**config.mk**
```make
export PLATFORM = sky130hd
export DESIGN_NAME = longlat_wb_scheduler_flat
export DESIGN_NICKNAME = d
export VERILOG_FILES = /design/src/rtl/longlat_pkg.sv /design/src/rtl/longlat_wb_scheduler_if.sv /design/src/rtl/busy_scoreboard.sv /design/src/rtl/longlat_wb_scheduler.sv /design/src/flat_wrapper.sv
export SDC_FILE = /design/constraint.sdc
export NUM_CORES = 1
export LEC_CHECK = 0
export ABC_AREA = 1
export CAP_MARGIN = 40
export CORE_ASPECT_RATIO = 0.75
export CORE_MARGIN = 1.5
export CORE_UTILIZATION = 43
export DETAILED_ROUTE_END_ITERATION = 10
export PLACE_DENSITY = 0.79
export SETUP_SLACK_MARGIN = 0.02
export SYNTH_ARGS = -nofsm -noshare
export SYNTH_HDL_FRONTEND = slang
export SYNTH_SLANG_ARGS = --single-unit
```
**constraint.sdc**
```tcl
create_clock -name clk -period 2.3 [get_ports clk]
set_input_delay 0.345 -clock clk [delete_from_list [all_inputs] [get_ports clk]]
set_output_delay 0.345 -clock clk [all_outputs]
set_load 0.02 [all_outputs]
```
**src/rtl/longlat_pkg.sv**
```systemverilog
// Shared types and constants for the long-latency writeback scheduler slice.
// Register indices, datapath width and the starvation FSM encoding live here.
package longlat_pkg;

  localparam int REG_IDX_W = 5;
  localparam int XLEN      = 32;
  localparam int NUM_REGS  = 1 << REG_IDX_W;

  typedef logic [REG_IDX_W-1:0] regIdx_t;
  typedef logic [XLEN-1:0]      xlen_t;

  localparam regIdx_t X0 = '0;

  typedef enum logic {
    IDLE  = 1'b0,
    DRAIN = 1'b1
  } llState_e;

  function automatic logic isX0(input regIdx_t idx);
    return idx == X0;
  endfunction

endpackage

```
**src/rtl/longlat_wb_scheduler_if.sv**
```systemverilog
// Bundle of decode, issue, completion, pipeline-writeback and register-file
// signals around the scheduler. The scheduler binds to the slave modport.
interface longlat_wb_scheduler_if #(
  parameter int MAX_OUTSTANDING = 4
);
  import longlat_pkg::*;

  localparam int CNT_W = $clog2(MAX_OUTSTANDING + 1);

  // Handshakes: a transfer happens in a cycle where valid && ready are both
  // high at the clock edge; ready never depends on valid except for
  // cpl_ready, which is by definition qualified by cpl_valid. A presented
  // completion keeps its payload stable and stays valid until it transfers.
  logic     iss_valid;
  logic     iss_ready;
  regIdx_t  iss_rd;
  logic     iss_fp;

  regIdx_t  dec_rs1;
  regIdx_t  dec_rs2;
  regIdx_t  dec_rd;
  logic     dec_rs1_fp;
  logic     dec_rs2_fp;
  logic     dec_rd_fp;
  logic     dec_use_rs1;
  logic     dec_use_rs2;
  logic     dec_use_rd;
  logic     hazard_stall;

  logic     RegWriteW;
  regIdx_t  RD_W;
  xlen_t    ResultW;
  logic     FPRegWriteW;
  regIdx_t  FP_RD_W;
  xlen_t    FP_ResultW;

  logic     cpl_valid;
  logic     cpl_ready;
  regIdx_t  cpl_rd;
  logic     cpl_fp;
  xlen_t    cpl_data;

  logic     rf_we;
  regIdx_t  rf_wa;
  xlen_t    rf_wd;
  logic     fprf_we;
  regIdx_t  fprf_wa;
  xlen_t    fprf_wd;

  logic             wb_stall;
  logic [CNT_W-1:0] outstanding;
  llState_e         dbgState;

  modport master (
    output iss_valid, iss_rd, iss_fp,
    output dec_rs1, dec_rs2, dec_rd, dec_rs1_fp, dec_rs2_fp, dec_rd_fp,
    output dec_use_rs1, dec_use_rs2, dec_use_rd,
    output RegWriteW, RD_W, ResultW, FPRegWriteW, FP_RD_W, FP_ResultW,
    output cpl_valid, cpl_rd, cpl_fp, cpl_data,
    input  iss_ready, hazard_stall, cpl_ready,
    input  rf_we, rf_wa, rf_wd, fprf_we, fprf_wa, fprf_wd,
    input  wb_stall, outstanding, dbgState
  );

  modport slave (
    input  iss_valid, iss_rd, iss_fp,
    input  dec_rs1, dec_rs2, dec_rd, dec_rs1_fp, dec_rs2_fp, dec_rd_fp,
    input  dec_use_rs1, dec_use_rs2, dec_use_rd,
    input  RegWriteW, RD_W, ResultW, FPRegWriteW, FP_RD_W, FP_ResultW,
    input  cpl_valid, cpl_rd, cpl_fp, cpl_data,
    output iss_ready, hazard_stall, cpl_ready,
    output rf_we, rf_wa, rf_wd, fprf_we, fprf_wa, fprf_wd,
    output wb_stall, outstanding, dbgState
  );

endinterface

```
**src/rtl/busy_scoreboard.sv**
```systemverilog
// Per-register busy bits for one register file: one set port (issue), one
// clear port (completion) and three combinational lookups for decode.
module busy_scoreboard
  import longlat_pkg::*;
#(
  parameter bit MASK_X0 = 1'b0
) (
  input  logic                            clk,
  input  logic                            rst,
  input  logic                            setEn,
  input  regIdx_t                         setIdx,
  input  logic                            clrEn,
  input  regIdx_t                         clrIdx,
  input  logic [2:0][REG_IDX_W-1:0]       lookIdx,
  output logic [2:0]                      lookHit,
  output logic [NUM_REGS-1:0]             busyVec
);

  logic [NUM_REGS-1:0] busy;

  // Issue cannot target a busy register, so set and clear never hit the
  // same bit in one cycle; ordering them here is only for readability.
  always_ff @(posedge clk) begin
    if (rst) begin
      busy <= '0;
    end else begin
      if (clrEn) begin
        busy[clrIdx] <= 1'b0;
      end
      if (setEn && !(MASK_X0 && isX0(setIdx))) begin
        busy[setIdx] <= 1'b1;
      end
    end
  end

  always_comb begin
    lookHit = '0;
    for (int i = 0; i < 3; i++) begin
      lookHit[i] = busy[lookIdx[i]] && !(MASK_X0 && isX0(lookIdx[i]));
    end
  end

  assign busyVec = busy;

endmodule

```
**src/rtl/longlat_wb_scheduler.sv**
```systemverilog
// Merges long-latency results into the integer/FP write ports behind the
// in-order pipeline, tracks outstanding destinations and stalls decode.
module longlat_wb_scheduler
  import longlat_pkg::*;
#(
  parameter int MAX_OUTSTANDING = 4,
  parameter int STARVE_LIMIT    = 8
) (
  input  logic                  clk,
  input  logic                  rst,
  longlat_wb_scheduler_if.slave bus
);

  localparam int CNT_W  = $clog2(MAX_OUTSTANDING + 1);
  localparam int WAIT_W = (STARVE_LIMIT > 1) ? $clog2(STARVE_LIMIT) : 1;
  localparam logic [CNT_W-1:0]  MAX_CNT   = CNT_W'(MAX_OUTSTANDING);
  localparam logic [WAIT_W-1:0] WAIT_LAST = WAIT_W'(STARVE_LIMIT - 1);

  logic [NUM_REGS-1:0]        intBusy;
  logic [NUM_REGS-1:0]        fpBusy;
  logic [2:0]                 intHit;
  logic [2:0]                 fpHit;
  logic [2:0][REG_IDX_W-1:0]  lookIdx;
  logic [2:0]                 lookFp;
  logic [2:0]                 lookUse;

  logic              issReady;
  logic              issFire;
  logic              cplReady;
  logic              cplFire;
  logic              cplBlocked;
  logic              cplIntFire;
  logic              cplFpFire;
  logic              hazard;

  logic [CNT_W-1:0]  outstandingQ;
  logic [WAIT_W-1:0] waitCnt;
  logic              wbStallQ;
  llState_e          state;

  // Lookup slot 0 = rs1, 1 = rs2, 2 = rd in both scoreboards.
  assign lookIdx = {bus.dec_rd, bus.dec_rs2, bus.dec_rs1};
  assign lookFp  = {bus.dec_rd_fp, bus.dec_rs2_fp, bus.dec_rs1_fp};
  assign lookUse = {bus.dec_use_rd, bus.dec_use_rs2, bus.dec_use_rs1};

  always_comb begin
    issReady = (outstandingQ < MAX_CNT) &&
               !(bus.iss_fp ? fpBusy[bus.iss_rd] : intBusy[bus.iss_rd]);
  end

  // The pipeline owns each write port first; a completion only needs the
  // port of its own file to be free.
  always_comb begin
    cplReady = bus.cpl_valid &&
               (bus.cpl_fp ? !bus.FPRegWriteW : !bus.RegWriteW);
  end

  assign issFire    = bus.iss_valid && issReady;
  assign cplFire    = cplReady;
  assign cplBlocked = bus.cpl_valid && !cplReady;
  assign cplIntFire = cplFire && !bus.cpl_fp;
  assign cplFpFire  = cplFire && bus.cpl_fp;

  busy_scoreboard #(.MASK_X0(1'b1)) u_int_sb (
    .clk     (clk),
    .rst     (rst),
    .setEn   (issFire && !bus.iss_fp),
    .setIdx  (bus.iss_rd),
    .clrEn   (cplIntFire),
    .clrIdx  (bus.cpl_rd),
    .lookIdx (lookIdx),
    .lookHit (intHit),
    .busyVec (intBusy)
  );

  busy_scoreboard #(.MASK_X0(1'b0)) u_fp_sb (
    .clk     (clk),
    .rst     (rst),
    .setEn   (issFire && bus.iss_fp),
    .setIdx  (bus.iss_rd),
    .clrEn   (cplFpFire),
    .clrIdx  (bus.cpl_rd),
    .lookIdx (lookIdx),
    .lookHit (fpHit),
    .busyVec (fpBusy)
  );

  // Busy clears on the edge after the completion write, so decode still
  // stalls during the write cycle and reads the file afterwards: no bypass.
  always_comb begin
    hazard = 1'b0;
    for (int i = 0; i < 3; i++) begin
      if (lookUse[i] && (lookFp[i] ? fpHit[i] : intHit[i])) begin
        hazard = 1'b1;
      end
    end
  end

  always_ff @(posedge clk) begin
    if (rst) begin
      outstandingQ <= '0;
    end else begin
      case ({issFire, cplFire})
        2'b10:   outstandingQ <= outstandingQ + 1'b1;
        2'b01:   outstandingQ <= outstandingQ - 1'b1;
        default: outstandingQ <= outstandingQ;
      endcase
    end
  end

  // Starvation: after STARVE_LIMIT blocked cycles ask the pipeline for a W
  // bubble and hold the request until the stuck result gets through.
  always_ff @(posedge clk) begin
    if (rst) begin
      state    <= IDLE;
      waitCnt  <= '0;
      wbStallQ <= 1'b0;
    end else begin
      case (state)
        IDLE: begin
          if (cplBlocked) begin
            if (waitCnt == WAIT_LAST) begin
              state    <= DRAIN;
              wbStallQ <= 1'b1;
              waitCnt  <= '0;
            end else begin
              waitCnt  <= waitCnt + 1'b1;
            end
          end else begin
            waitCnt <= '0;
          end
        end
        DRAIN: begin
          if (cplFire || !bus.cpl_valid) begin
            state    <= IDLE;
            wbStallQ <= 1'b0;
          end
        end
        default: begin
          state    <= IDLE;
          wbStallQ <= 1'b0;
          waitCnt  <= '0;
        end
      endcase
    end
  end

  assign bus.iss_ready    = issReady;
  assign bus.cpl_ready    = cplReady;
  assign bus.hazard_stall = hazard;

  assign bus.rf_we   = bus.RegWriteW || (cplIntFire && !isX0(bus.cpl_rd));
  assign bus.rf_wa   = cplIntFire ? bus.cpl_rd   : bus.RD_W;
  assign bus.rf_wd   = cplIntFire ? bus.cpl_data : bus.ResultW;
  assign bus.fprf_we = bus.FPRegWriteW || cplFpFire;
  assign bus.fprf_wa = cplFpFire ? bus.cpl_rd   : bus.FP_RD_W;
  assign bus.fprf_wd = cplFpFire ? bus.cpl_data : bus.FP_ResultW;

  assign bus.wb_stall    = wbStallQ;
  assign bus.outstanding = outstandingQ;
  assign bus.dbgState    = state;

endmodule

```
**src/flat_wrapper.sv**
```systemverilog
// flat-port wrapper written by rule: the top's interface ports become plain ports
module longlat_wb_scheduler_flat import longlat_pkg::*;
#(
  parameter int MAX_OUTSTANDING = 4,
  parameter int STARVE_LIMIT    = 8
)
  (clk, rst, bus_iss_valid, bus_iss_rd, bus_iss_fp, bus_dec_rs1, bus_dec_rs2, bus_dec_rd, bus_dec_rs1_fp, bus_dec_rs2_fp, bus_dec_rd_fp, bus_dec_use_rs1, bus_dec_use_rs2, bus_dec_use_rd, bus_RegWriteW, bus_RD_W, bus_ResultW, bus_FPRegWriteW, bus_FP_RD_W, bus_FP_ResultW, bus_cpl_valid, bus_cpl_rd, bus_cpl_fp, bus_cpl_data, bus_iss_ready, bus_hazard_stall, bus_cpl_ready, bus_rf_we, bus_rf_wa, bus_rf_wd, bus_fprf_we, bus_fprf_wa, bus_fprf_wd, bus_wb_stall, bus_outstanding, bus_dbgState);
  longlat_wb_scheduler_if #(.MAX_OUTSTANDING(MAX_OUTSTANDING)) bus_i ();
  input  logic clk;
  input  logic rst;
  input wire logic [$bits(bus_i.iss_valid)-1:0] bus_iss_valid;
  input wire logic [$bits(bus_i.iss_rd)-1:0] bus_iss_rd;
  input wire logic [$bits(bus_i.iss_fp)-1:0] bus_iss_fp;
  input wire logic [$bits(bus_i.dec_rs1)-1:0] bus_dec_rs1;
  input wire logic [$bits(bus_i.dec_rs2)-1:0] bus_dec_rs2;
  input wire logic [$bits(bus_i.dec_rd)-1:0] bus_dec_rd;
  input wire logic [$bits(bus_i.dec_rs1_fp)-1:0] bus_dec_rs1_fp;
  input wire logic [$bits(bus_i.dec_rs2_fp)-1:0] bus_dec_rs2_fp;
  input wire logic [$bits(bus_i.dec_rd_fp)-1:0] bus_dec_rd_fp;
  input wire logic [$bits(bus_i.dec_use_rs1)-1:0] bus_dec_use_rs1;
  input wire logic [$bits(bus_i.dec_use_rs2)-1:0] bus_dec_use_rs2;
  input wire logic [$bits(bus_i.dec_use_rd)-1:0] bus_dec_use_rd;
  input wire logic [$bits(bus_i.RegWriteW)-1:0] bus_RegWriteW;
  input wire logic [$bits(bus_i.RD_W)-1:0] bus_RD_W;
  input wire logic [$bits(bus_i.ResultW)-1:0] bus_ResultW;
  input wire logic [$bits(bus_i.FPRegWriteW)-1:0] bus_FPRegWriteW;
  input wire logic [$bits(bus_i.FP_RD_W)-1:0] bus_FP_RD_W;
  input wire logic [$bits(bus_i.FP_ResultW)-1:0] bus_FP_ResultW;
  input wire logic [$bits(bus_i.cpl_valid)-1:0] bus_cpl_valid;
  input wire logic [$bits(bus_i.cpl_rd)-1:0] bus_cpl_rd;
  input wire logic [$bits(bus_i.cpl_fp)-1:0] bus_cpl_fp;
  input wire logic [$bits(bus_i.cpl_data)-1:0] bus_cpl_data;
  output wire logic [$bits(bus_i.iss_ready)-1:0] bus_iss_ready;
  output wire logic [$bits(bus_i.hazard_stall)-1:0] bus_hazard_stall;
  output wire logic [$bits(bus_i.cpl_ready)-1:0] bus_cpl_ready;
  output wire logic [$bits(bus_i.rf_we)-1:0] bus_rf_we;
  output wire logic [$bits(bus_i.rf_wa)-1:0] bus_rf_wa;
  output wire logic [$bits(bus_i.rf_wd)-1:0] bus_rf_wd;
  output wire logic [$bits(bus_i.fprf_we)-1:0] bus_fprf_we;
  output wire logic [$bits(bus_i.fprf_wa)-1:0] bus_fprf_wa;
  output wire logic [$bits(bus_i.fprf_wd)-1:0] bus_fprf_wd;
  output wire logic [$bits(bus_i.wb_stall)-1:0] bus_wb_stall;
  output wire logic [$bits(bus_i.outstanding)-1:0] bus_outstanding;
  output wire logic [$bits(bus_i.dbgState)-1:0] bus_dbgState;
  assign bus_i.iss_valid = bus_iss_valid;
  assign bus_i.iss_rd = bus_iss_rd;
  assign bus_i.iss_fp = bus_iss_fp;
  assign bus_i.dec_rs1 = bus_dec_rs1;
  assign bus_i.dec_rs2 = bus_dec_rs2;
  assign bus_i.dec_rd = bus_dec_rd;
  assign bus_i.dec_rs1_fp = bus_dec_rs1_fp;
  assign bus_i.dec_rs2_fp = bus_dec_rs2_fp;
  assign bus_i.dec_rd_fp = bus_dec_rd_fp;
  assign bus_i.dec_use_rs1 = bus_dec_use_rs1;
  assign bus_i.dec_use_rs2 = bus_dec_use_rs2;
  assign bus_i.dec_use_rd = bus_dec_use_rd;
  assign bus_i.RegWriteW = bus_RegWriteW;
  assign bus_i.RD_W = bus_RD_W;
  assign bus_i.ResultW = bus_ResultW;
  assign bus_i.FPRegWriteW = bus_FPRegWriteW;
  assign bus_i.FP_RD_W = bus_FP_RD_W;
  assign bus_i.FP_ResultW = bus_FP_ResultW;
  assign bus_i.cpl_valid = bus_cpl_valid;
  assign bus_i.cpl_rd = bus_cpl_rd;
  assign bus_i.cpl_fp = bus_cpl_fp;
  assign bus_i.cpl_data = bus_cpl_data;
  assign bus_iss_ready = bus_i.iss_ready;
  assign bus_hazard_stall = bus_i.hazard_stall;
  assign bus_cpl_ready = bus_i.cpl_ready;
  assign bus_rf_we = bus_i.rf_we;
  assign bus_rf_wa = bus_i.rf_wa;
  assign bus_rf_wd = bus_i.rf_wd;
  assign bus_fprf_we = bus_i.fprf_we;
  assign bus_fprf_wa = bus_i.fprf_wa;
  assign bus_fprf_wd = bus_i.fprf_wd;
  assign bus_wb_stall = bus_i.wb_stall;
  assign bus_outstanding = bus_i.outstanding;
  assign bus_dbgState = bus_i.dbgState;
  longlat_wb_scheduler #(.MAX_OUTSTANDING(MAX_OUTSTANDING), .STARVE_LIMIT(STARVE_LIMIT)) u_core (.clk(clk), .rst(rst), .bus(bus_i));
endmodule
```
==> flow_metrics.py <==
metrics = {
    "synth": {
        "syn_nets": 1413,
        "yosysWarnings": 0,
        "synthTopCellsByArea": "dfxtp_1, nand2_1, nor2_1",
        "post-synth-top-count-cell": "nand2_1",
        "ys_async_sr_fraction_pct": 0,
        "synth_flop_cell": "dfxtp_1",
        "synth_top_area_cell": "dfxtp_1",
        "synthMuxAreaShare_pct": 0,
        "netlist.area_leader.share_pct": 21.2,
        "yosys.area_share.simple_pct": 38.3,
        "synth_cell_types": 28,
        "synth_fa_ha_area_share_pct": 0.847,
        "syn_area_um2": 6800,
        "synth_top_family_by_area": "simple AND/OR/NAND/NOR gates",
        "synth_common_cells": "nand2_1, nor2_1, o21ai_0, a21oi_1, inv_1",
        "synth_edf_count": 0,
        "syn_area_per_cell_um2": 5.38,
        "ys_seq_area_share_pct": 21.2,
        "synth_xor_area_share_pct": 0,
        "synthCells": 1264,
        "ys_ff_latch": 72,
        "synth-compound-area-share_pct": 27.9,
    },
    "worst_setup_path": {
        "crit_type": "flip-flop to flip-flop",
        "cp-start-kind": "flip-flop",
        "crit_required_ps": 2530,
        "cpMaxStageDelayCell": "dfxtp_1",
        "cp-end-kind": "flip-flop",
        "crit_path_frequent_cell": "nand2_1",
        "cp.arrival_ps": 2600,
        "critPathTopFamily": "simple AND/OR/NAND/NOR gates",
        "critPathMaxFanout": 4,
        "path_cells": "nand2_1 > nand2_1 > nand2_1 > nand2_1 > nand2_1 > nand2_1 > nor2_2 > nand3_2 > a21oi_4 > nand2_1 > ha_2 > inv_2 > fa_2 > a21oi_2 > o21ai_2 > o21ai_2 > a21oi_1",
        "max_stage_delay_ps": 480,
        "path_buf_inv": 1,
    },
    "die": {
        "die_area_um2": 16600,
        "initial_core_util_pct": 44.4,
        "die_h_um": 112,
        "die_w_um": 148,
        "io_pins": 229,
        "row_count": 39,
        "core_area_um2": 15300,
    },
    "drt": {
        "postRouteAntennaNets": 0,
        "firstDrtPassIters": 7,
        "detail_route.wl_per_cell_um": 19.4,
        "postRouteWirelength_um": 35000,
        "vias": 10048,
        "drc": 0,
        "via_per_inst": 5.59,
        "drt-initial-drc-count": 1430,
    },
    "power_and_ir_drop": {
        "ir_worst_vdd_mv": 0.387,
        "p_sw_w": 0.00150,
        "p_leak_nw": 5.00,
        "swShare_pct": 33.8,
        "clockPowerShare_pct": 35.0,
        "power_frac_seq_pct": 28.6,
        "powerDensity_nw_per_um2": 407,
        "power.internal_w": 0.00295,
        "p_comb_share_pct": 36.4,
        "p_total_w": 0.00445,
    },
    "placed_design": {
        "dpl_cell_area_um2": 10300,
        "portBuffers": 228,
        "dp_hpwl_um": 25700,
        "gp_congestion": 1.03,
        "pre_cts_slack_ps": -670,
    },
    "global_routing": {
        "grt_usage_pct": 39.2,
        "grt_util_met1_pct": 54.7,
        "grt_pass1_wl_um": 49900,
        "grt_pass1_vias": 8733,
        "grt_start_max_net_pins": 53,
        "grt_util_met2_pct": 55.7,
        "grt_busiest_layer": "met2",
        "overflow": 0,
        "met3_usage_pct": 13.3,
        "antenna_found_initial": 0,
    },
    "worst_hold_path": {
        "hold_path.class": "input port to flip-flop",
    },
    "finish": {
        "design_area_um2": 10900,
        "drive_gt1_share_pct": 21.6,
        "syn2layout_area_growth_pct": 60.9,
        "diodes": 0,
        "fillers": 1332,
        "final_nets": 1738,
    },
    "clock_network": {
        "htreeDepth": 3,
        "cts_buffers": 9,
        "clkTransAtPathRegs_ps": 70,
        "clk_latency_ps": 340,
        "ctsRootBufferMaster": "clkbuf_16",
        "ctsHoldBuffers": 0,
        "cts_buffer_depth": 2,
        "cts_tree": "built",
        "cts_sinks": 72,
    },
    "sta": {
        "fin_crit_sh_pct": 103,
        "finalSetupViolCount": 2,
        "timing.setup.tns_ps": -131,
        "max_freq_mhz": 421,
        "maxSlewViolCount": 0,
        "finClkSkew_ps": 10.5,
        "period_needed_ps": 2380,
        "rsz0062_at_grt": "true",
        "hold_ws_ps": 239,
        "fin_ws_ps": -77.2,
        "finalHoldViolations": 0,
        "relSlewSlack_pct": 67.3,
        "tightest_slew_ps": 489,
    },
    "run_status": {
        "status": "complete, but fails checks",
        "violations": "setup timing",
    },
    "flow_run": {
        "maxCapViolations": 0,
    },
}
layout by cell type, fill, tap and decap left out, drive strengths merged, types with 5 or more instances in the layout:
cell type        n
nand2          308
nor2           267
o21ai          174
buf            172
a21oi          149
clkdlybuf4s50  134
inv            115
dfxtp           72
clkbuf          54
nand3           51
dlygate4sd2     20
a21boi          19
o211ai          13
clkdlybuf4s15   12
nor3             6
clkinv           6
nand4            5
path summary, 6_finish.rpt:
kind	cells past startpoint	slack, ps	from	endpoint
worst max-delay path	17	-80	u_core.u_int_sb.busyVec[15]	u_core.bus.outstanding[2]
worst min-delay path	2	240	rst	u_core.bus.outstanding[1]
worst max register to register	17	-80	u_core.u_int_sb.busyVec[15]	u_core.bus.outstanding[2]
worst min register to register	2	470	u_core.waitCnt[2]	u_core.waitCnt[2]
cell type report:
type	instances	area, µm²	share of cell area (%)
multi-input combinational	1002	4770	43.6
timing repair buffer	388	3690	33.7
sequential	72	1450	13.3
inverter	116	452	4.13
tap	205	256	2.34
clock buffer	9	225	2.06
clock inverter	7	103	0.938
worst reg2reg max path: stages, from the launching register on:
cell     delay (ps)
dfxtp_1         480
nand2_1          90
nand2_1          70
nand2_1          50
nand2_1          60
nand2_1          50
nand2_1         140
nor2_2           80
nand3_2         110
a21oi_4          70
nand2_1          70
ha_2            180
inv_2            50
fa_2            380
a21oi_2         150
o21ai_2          90
o21ai_2         130
a21oi_1          50
power by group through the flow:
stage	clock network [W]	logic (W)	registers [W]
floorplan	0	0.000668	0.00131
global placement	0	0.00152	0.00130
detailed placement	0	0.00154	0.00130
CTS	0.00155	0.00149	0.00127
global route	0.00162	0.00171	0.00127
finish	0.00156	0.00162	0.00127
stage by stage:
step	cells	util, %
global placement	1761	67.4
floorplan	1264	-
finish	1799	71.4
CTS	1782	69.7
detailed placement	1761	67.4
global route	1799	71.4
per-layer routing:
layer | vias to the layer above | wire length [µm] | share of wire (%)
met5 | - | 0 | 0
met4 | 0 | 1360 | 3.9
met3 | 104 | 5110 | 15
met2 | 728 | 14400 | 41
met1 | 4475 | 14100 | 40
li1 | 4741 | - | -
timing repair:
action,in CTS,in global routing
buffers inserted,5,8
resized for setup,209,168
endpoints found under the setup margin,80,55
pin swaps,11,28
gates cloned,0,10
state kept, by name, indices dropped and copies added (netlist names):
name                     flops
u_core.bus.dbgState          1
u_core.bus.outstanding       3
u_core.u_fp_sb.busyVec      32
u_core.u_int_sb.busyVec     32
u_core.waitCnt               3
u_core.bus.wb_stall          1
cell families (layout without fill, tap and decap cells):
logic type,Yosys count,count (layout)
compound gates,360,360
fa+ha+maj,4,4
buf+inv,190,520
flops,72,72
simple gates,638,638
Note: power is estimated with default switching activity, not from simulation.
